`src/rtl/if_id_queue.sv`:
```
// -----------------------------------------------------------------------------
// if_id_queue
//   DEPTH-entry FIFO of fetch bundles between instruction fetch and decode.
//   Each bundle is one PC, FETCH_W 32-bit instruction words and a per-slot
//   valid mask. The queue uses a valid/ready handshake on both sides and can
//   be flushed on a branch mispredict or an exception redirect.
//
//   Optional feature macro: IF_ID_Q_OCC_EN
//     Defined   -> the occupancy port is present and shows the registered
//                  entry count.
//     Undefined -> the port and its logic are absent. Core behaviour is
//                  the same.
//
// Ports
//   clk        in   clock, rising edge
//   rst        in   asynchronous reset, active-high
//   flush      in   synchronous discard of all entries
//   in_valid   in   fetch presents a bundle
//   in_ready   out  queue can accept a bundle
//   in_pc      in   bundle PC
//   in_inst    in   slot i = bits [32*i+31:32*i]
//   in_mask    in   per-slot valid
//   out_valid  out  head bundle available to decode
//   out_ready  in   decode consumes the head
//   out_pc     out  head PC (0 when empty)
//   out_inst   out  head instructions (0 when empty)
//   out_mask   out  head slot-valid mask (0 when empty)
//   occupancy  out  entry count [IF_ID_Q_OCC_EN only]
// -----------------------------------------------------------------------------
module if_id_queue #(
  parameter int FETCH_W = 4,
  parameter int DEPTH   = 4,
  parameter int PC_W    = 32
) (
  input  logic                  clk,
  input  logic                  rst,
  input  logic                  flush,
  input  logic                  in_valid,
  output logic                  in_ready,
  input  logic [PC_W-1:0]       in_pc,
  input  logic [32*FETCH_W-1:0] in_inst,
  input  logic [FETCH_W-1:0]    in_mask,
  output logic                  out_valid,
  input  logic                  out_ready,
  output logic [PC_W-1:0]       out_pc,
  output logic [32*FETCH_W-1:0] out_inst,
  output logic [FETCH_W-1:0]    out_mask
`ifdef IF_ID_Q_OCC_EN
  ,
  output logic [$clog2(DEPTH):0] occupancy
`endif
);

  localparam int AW = $clog2(DEPTH);
  localparam int CW = AW + 1;

  // Bundle storage. It is not reset: entries are only visible through the
  // count, so stale contents can never reach the outputs.
  logic [PC_W-1:0]       r_pc_mem   [DEPTH];
  logic [32*FETCH_W-1:0] r_inst_mem [DEPTH];
  logic [FETCH_W-1:0]    r_mask_mem [DEPTH];

  logic [AW-1:0] r_wr_ptr;
  logic [AW-1:0] r_rd_ptr;
  logic [CW-1:0] r_count;

  logic w_push;
  logic w_pop;
  logic w_in_ready;
  logic w_out_valid;

  // in_ready comes only from the registered count. There is no pass-through
  // when full, so fetch never sees a combinational path from out_ready.
  assign w_in_ready  = (r_count != CW'(DEPTH));
  assign w_out_valid = (r_count != {CW{1'b0}});

  // A bundle with an all-zero mask completes the handshake but holds no
  // work, so it is dropped instead of taking up an entry.
  assign w_push = in_valid & w_in_ready & (|in_mask);
  assign w_pop  = w_out_valid & out_ready;

  assign in_ready  = w_in_ready;
  assign out_valid = w_out_valid;

`ifdef IF_ID_Q_OCC_EN
  assign occupancy = r_count;
`endif

  // Pointer and count state. Flush wins over push/pop. Pointers wrap
  // modulo DEPTH because DEPTH is a power of two.
  always_ff @(posedge clk or posedge rst) begin
    if (rst) begin
      r_wr_ptr <= {AW{1'b0}};
      r_rd_ptr <= {AW{1'b0}};
      r_count  <= {CW{1'b0}};
    end else if (flush) begin
      r_wr_ptr <= {AW{1'b0}};
      r_rd_ptr <= {AW{1'b0}};
      r_count  <= {CW{1'b0}};
    end else begin
      if (w_push) begin
        r_wr_ptr <= r_wr_ptr + AW'(1);
      end
      if (w_pop) begin
        r_rd_ptr <= r_rd_ptr + AW'(1);
      end
      case ({w_push, w_pop})
        2'b10:   r_count <= r_count + CW'(1);
        2'b01:   r_count <= r_count - CW'(1);
        default: r_count <= r_count;
      endcase
    end
  end

  // Write the accepted bundle into the slot at the write pointer.
  always_ff @(posedge clk) begin
    if (w_push && !flush) begin
      r_pc_mem[r_wr_ptr]   <= in_pc;
      r_inst_mem[r_wr_ptr] <= in_inst;
      r_mask_mem[r_wr_ptr] <= in_mask;
    end
  end

  // Head read. Outputs are forced to zero when empty, which gives the same
  // bubble as the single-entry IF/ID register.
  always_comb begin
    out_pc   = {PC_W{1'b0}};
    out_inst = {(32*FETCH_W){1'b0}};
    out_mask = {FETCH_W{1'b0}};
    if (w_out_valid) begin
      out_pc   = r_pc_mem[r_rd_ptr];
      out_inst = r_inst_mem[r_rd_ptr];
      out_mask = r_mask_mem[r_rd_ptr];
    end else begin
      out_pc   = {PC_W{1'b0}};
      out_inst = {(32*FETCH_W){1'b0}};
      out_mask = {FETCH_W{1'b0}};
    end
  end

endmodule

```
`config.mk`:
```
export PLATFORM = sky130hd
export DESIGN_NAME = if_id_queue
export DESIGN_NICKNAME = d
export VERILOG_FILES = /design/src/rtl/if_id_queue.sv
export SDC_FILE = /design/constraint.sdc
export NUM_CORES = 1
export LEC_CHECK = 0
export ABC_AREA = 0
export BUFFER_PORTS_ARGS = -buffer_cell sky130_fd_sc_hd__buf_2
export CAP_MARGIN = 0
export CORE_ASPECT_RATIO = 1.75
export CORE_MARGIN = 2
export CORE_UTILIZATION = 35
export DETAILED_ROUTE_END_ITERATION = 16
export PLACE_DENSITY_LB_ADDON = 0.05
export SLEW_MARGIN = 20
export SYNTH_ARGS = -nofsm -noshare
export SYNTH_HDL_FRONTEND = slang
export SYNTH_SLANG_ARGS = --single-unit
```
`constraint.sdc`:
```
create_clock -name clk -period 5.08 [get_ports clk]
set_clock_uncertainty 0.05 [all_clocks]
set_input_delay 0.508 -clock clk [delete_from_list [all_inputs] [get_ports clk]]
set_output_delay 0.508 -clock clk [all_outputs]
set_load 0.1 [all_outputs]
```
==> flow_metrics.tcl <==
set metrics [dict create \
    dr.pass1.iters 5 \
    post_cts_resize_count 0 \
    crit_arrival_ns 3.19 \
    die_w_um 207 \
    crit_type "reg -> out" \
    whs_path_depth 1 \
    antenna_found_initial 16 \
    yosys.area_share.simple_pct 4.54 \
    synth_top_family_by_area "multiplexers" \
    crit_buf_inv 2 \
    ios 335 \
    dp_hpwl_mm 33.7 \
    ys.warnings.count 0 \
    synth_seq_cells 663 \
    drive_gt1_share_pct 40.7 \
    cts_made_buffers 67 \
    grt_pass1_wl_mm 86.7 \
    fin_area_um2 30300 \
    syn_inst 1102 \
    grt_pass1_vias 13500 \
    tightest_slew_ns 1.08 \
    dieHeight_um 359 \
    synth-xor-area-share_pct 0.104 \
    finalHoldViolCount 0 \
    hold_buffers 1 \
    fmax_ghz 0.267 \
    cp.required_ns 4.52 \
    ys_seq_area_share_pct 78.8 \
    crit_family "buffers and inverters" \
    outcome "completed" \
    grt_overflow 0 \
    hold_path_end "r_inst_mem[1][4]$_DFFE_PP_" \
    wire_per_inst_um 23.8 \
    port_buffers 334 \
    cpPeakStageDelay_ns 0.64 \
    finalCritPeriodShare_pct 73.8 \
    r2r_start "r_count[1]$_DFFE_PP0P_" \
    final.setup.worst_slack_ns 1.33 \
    insertion_delay_ns 0.59 \
    postSynthAreaPerCell_um2 22.9 \
    ant_nets 0 \
    post_dp_cell_area_um2 28100 \
    core_area_um2 71600 \
    vias 12100 \
    power.density_nw_per_um2 573 \
    min_from "in_inst[4]" \
    syn_to_final_growth_pct 20.0 \
    p_leak_nw 10.1 \
    synth_nets 1276 \
    crit_path_top_delay_cell "or3_4" \
    r2r_slack_ns 2.18 \
    drt_iter0_markers 703 \
    path_clk_slew_ns 0.06 \
    synth_area_um2 25200 \
    clockRootBuffer "clkbuf_16" \
    end_kind "output port" \
    place.gp.congestion 0.680 \
    muxShareOfSynthArea_pct 14.7 \
    clk_path_buf_depth 3 \
    setup_tns_ns 0 \
    hold_class "in -> reg" \
    synthDistinctLibCells 33 \
    critPathMaxFanout 65 \
    nets 1642 \
    period_needed_ns 3.75 \
    path_cells "or3_4, buf_4, and2_1, buf_2" \
    drc 0 \
    peakVddDrop_uv 400 \
    rows 130 \
    cts_tree "built" \
    total_power_mw 17.3 \
    setup_viol 0 \
    htree_num_levels 3 \
    grt_max_degree 70 \
    cts.sinks 663 \
    reg2reg_depth 5 \
    via_per_inst 4.96 \
    startpoint_type "flop" \
    stdcell_count 2448 \
    cts_setup_buffers 0 \
    post-route-util_pct 42.3 \
    finalMaxSlewViolations 0 \
    r2r-end "r_inst_mem[3][60]$_DFFE_PP_" \
    fill_cells 6454 \
    rsz0062_at_grt "no" \
    relSlewSlack_pct 27.9 \
    initial_core_util_pct 35.2 \
    whs_ns 0.0656 \
    dp_slack_ns 1.81 \
    yosys.area_share.adder_pct 0.278 \
    routed_wl_mm 58.3 \
    grt_use_total_pct 15.9 \
    cap_viol_max_count 0 \
    place_inst 2322 \
    synth_compound_area_share_pct 0.456 \
    dieArea_um2 74300 \
]
## cell usage after synthesis (all sizes together)
cell type	n	area (µm²)
nor2	9	33.8
xor2	2	17.5
ha	4	50.1
nor4b	1	8.76
nand2	2	7.51
buf	30	149
o41ai	1	16.3
a311oi	1	8.76
o21ai	4	20.0
a21o	1	7.51
edfxtp	656	19700
or3	1	6.26
fa	1	20.0
mux4	164	3690
mux2i	2	20.0
o41a	1	11.3
a211oi	2	15.0
a221oi	1	8.76
and3	1	6.26
nand3	1	5.00
dfrtp	7	175
o22ai	1	6.26
and2	169	1060
clkbuf	29	109
nor2b	2	12.5
xnor2	1	8.76
inv	4	15.0
a21oi	2	10.0
a2111o	1	11.3
nand2b	1	6.26
## layer usage
metal  global-route usage (%)  vias to the layer above  share of wire, %
met5                        0                        -              0.32
met4                     4.71                       28               1.7
met3                     4.15                       99               6.3
met2                     26.6                      347                50
met1                     20.3                     6403                42
li1                         -                     5257                 -
## worst reg2reg max path: cells and delay by family (launching register included)
family                 cells  cell delay [ns]
buffers and inverters      1             0.42
DFF                        1             0.45
AOI/OAI and AO/OA          1             0.32
and+or+nand+nor            3             1.18
## cells by family (layout without fill, tap and decap cells)
family          after synthesis  in the layout
compound gates               15             15
xor+xnor                      3              3
fa+ha+maj                     5              5
buf+inv                      63            484
flops                       663            663
mux                         166            166
other cells                   0              1
simple gates                187            187
## placed cells by master (no fill, tap or decap), types with 2 or more instances in the layout
| cell | instances |
|---|---|
| edfxtp_1 | 656 |
| buf_4 | 8 |
| ha_1 | 4 |
| clkbuf_1 | 15 |
| clkinv_4 | 3 |
| and2_4 | 4 |
| xor2_1 | 2 |
| dfrtp_4 | 2 |
| clkbuf_16 | 69 |
| buf_12 | 13 |
| buf_2 | 334 |
| dfrtp_1 | 5 |
| o21ai_0 | 4 |
| clkinv_8 | 2 |
| a211oi_1 | 2 |
| inv_1 | 4 |
| nand2_1 | 2 |
| clkinvlp_4 | 2 |
| inv_6 | 3 |
| clkinv_2 | 9 |
| clkinv_1 | 17 |
| bufinv_16 | 4 |
| and2_1 | 164 |
| nor2b_1 | 2 |
| mux4_2 | 164 |
| nor2_1 | 9 |
| a21oi_1 | 2 |
| mux2i_1 | 2 |
## report_power, final
| part | internal [mW] | switching, mW | total, mW |
|---|---|---|---|
| clock network | 2.71 | 2.05 | 4.76 |
| logic | 1.29 | 4.91 | 6.20 |
| registers | 6.27 | 0.115 | 6.38 |
## cell type report
cell class | count | area (µm²) | share of cell area, %
sequential | 663 | 19900 | 65.7
multi-input combinational | 376 | 5080 | 16.8
timing repair buffer | 356 | 2000 | 6.62
clock buffer | 84 | 1780 | 5.89
tap | 924 | 1160 | 3.82
clock inverter | 40 | 329 | 1.09
inverter | 4 | 15.0 | 0.0496
antenna | 1 | 2.50 | 0.00827
## worst max-delay path by stage
stage | from | end | slack, ns | depth (start not counted)
finish | r_count[2]$_DFFE_PP0P_ | out_inst[88] | 1.33 | 4
global route | r_count[2]$_DFFE_PP0P_ | out_inst[88] | 1.04 | 4
CTS | r_count[2]$_DFFE_PP0P_ | out_inst[88] | 1.13 | 4
detailed placement | r_count[2]$_DFFE_PP0P_ | out_inst[88] | 1.81 | 4
global placement | r_count[2]$_DFFE_PP0P_ | out_inst[88] | 1.85 | 4
floorplan | in_mask[1] | r_inst_mem[0][0]$_DFFE_PP_ | 1.48 | 4
## state kept, by name, summed over array words and instances (netlist names)
signal,flops
r_mask_mem,16
r_wr_ptr,2
r_rd_ptr,2
r_inst_mem,512
r_count,3
r_pc_mem,128
Note: power is estimated with default switching activity, not from simulation.
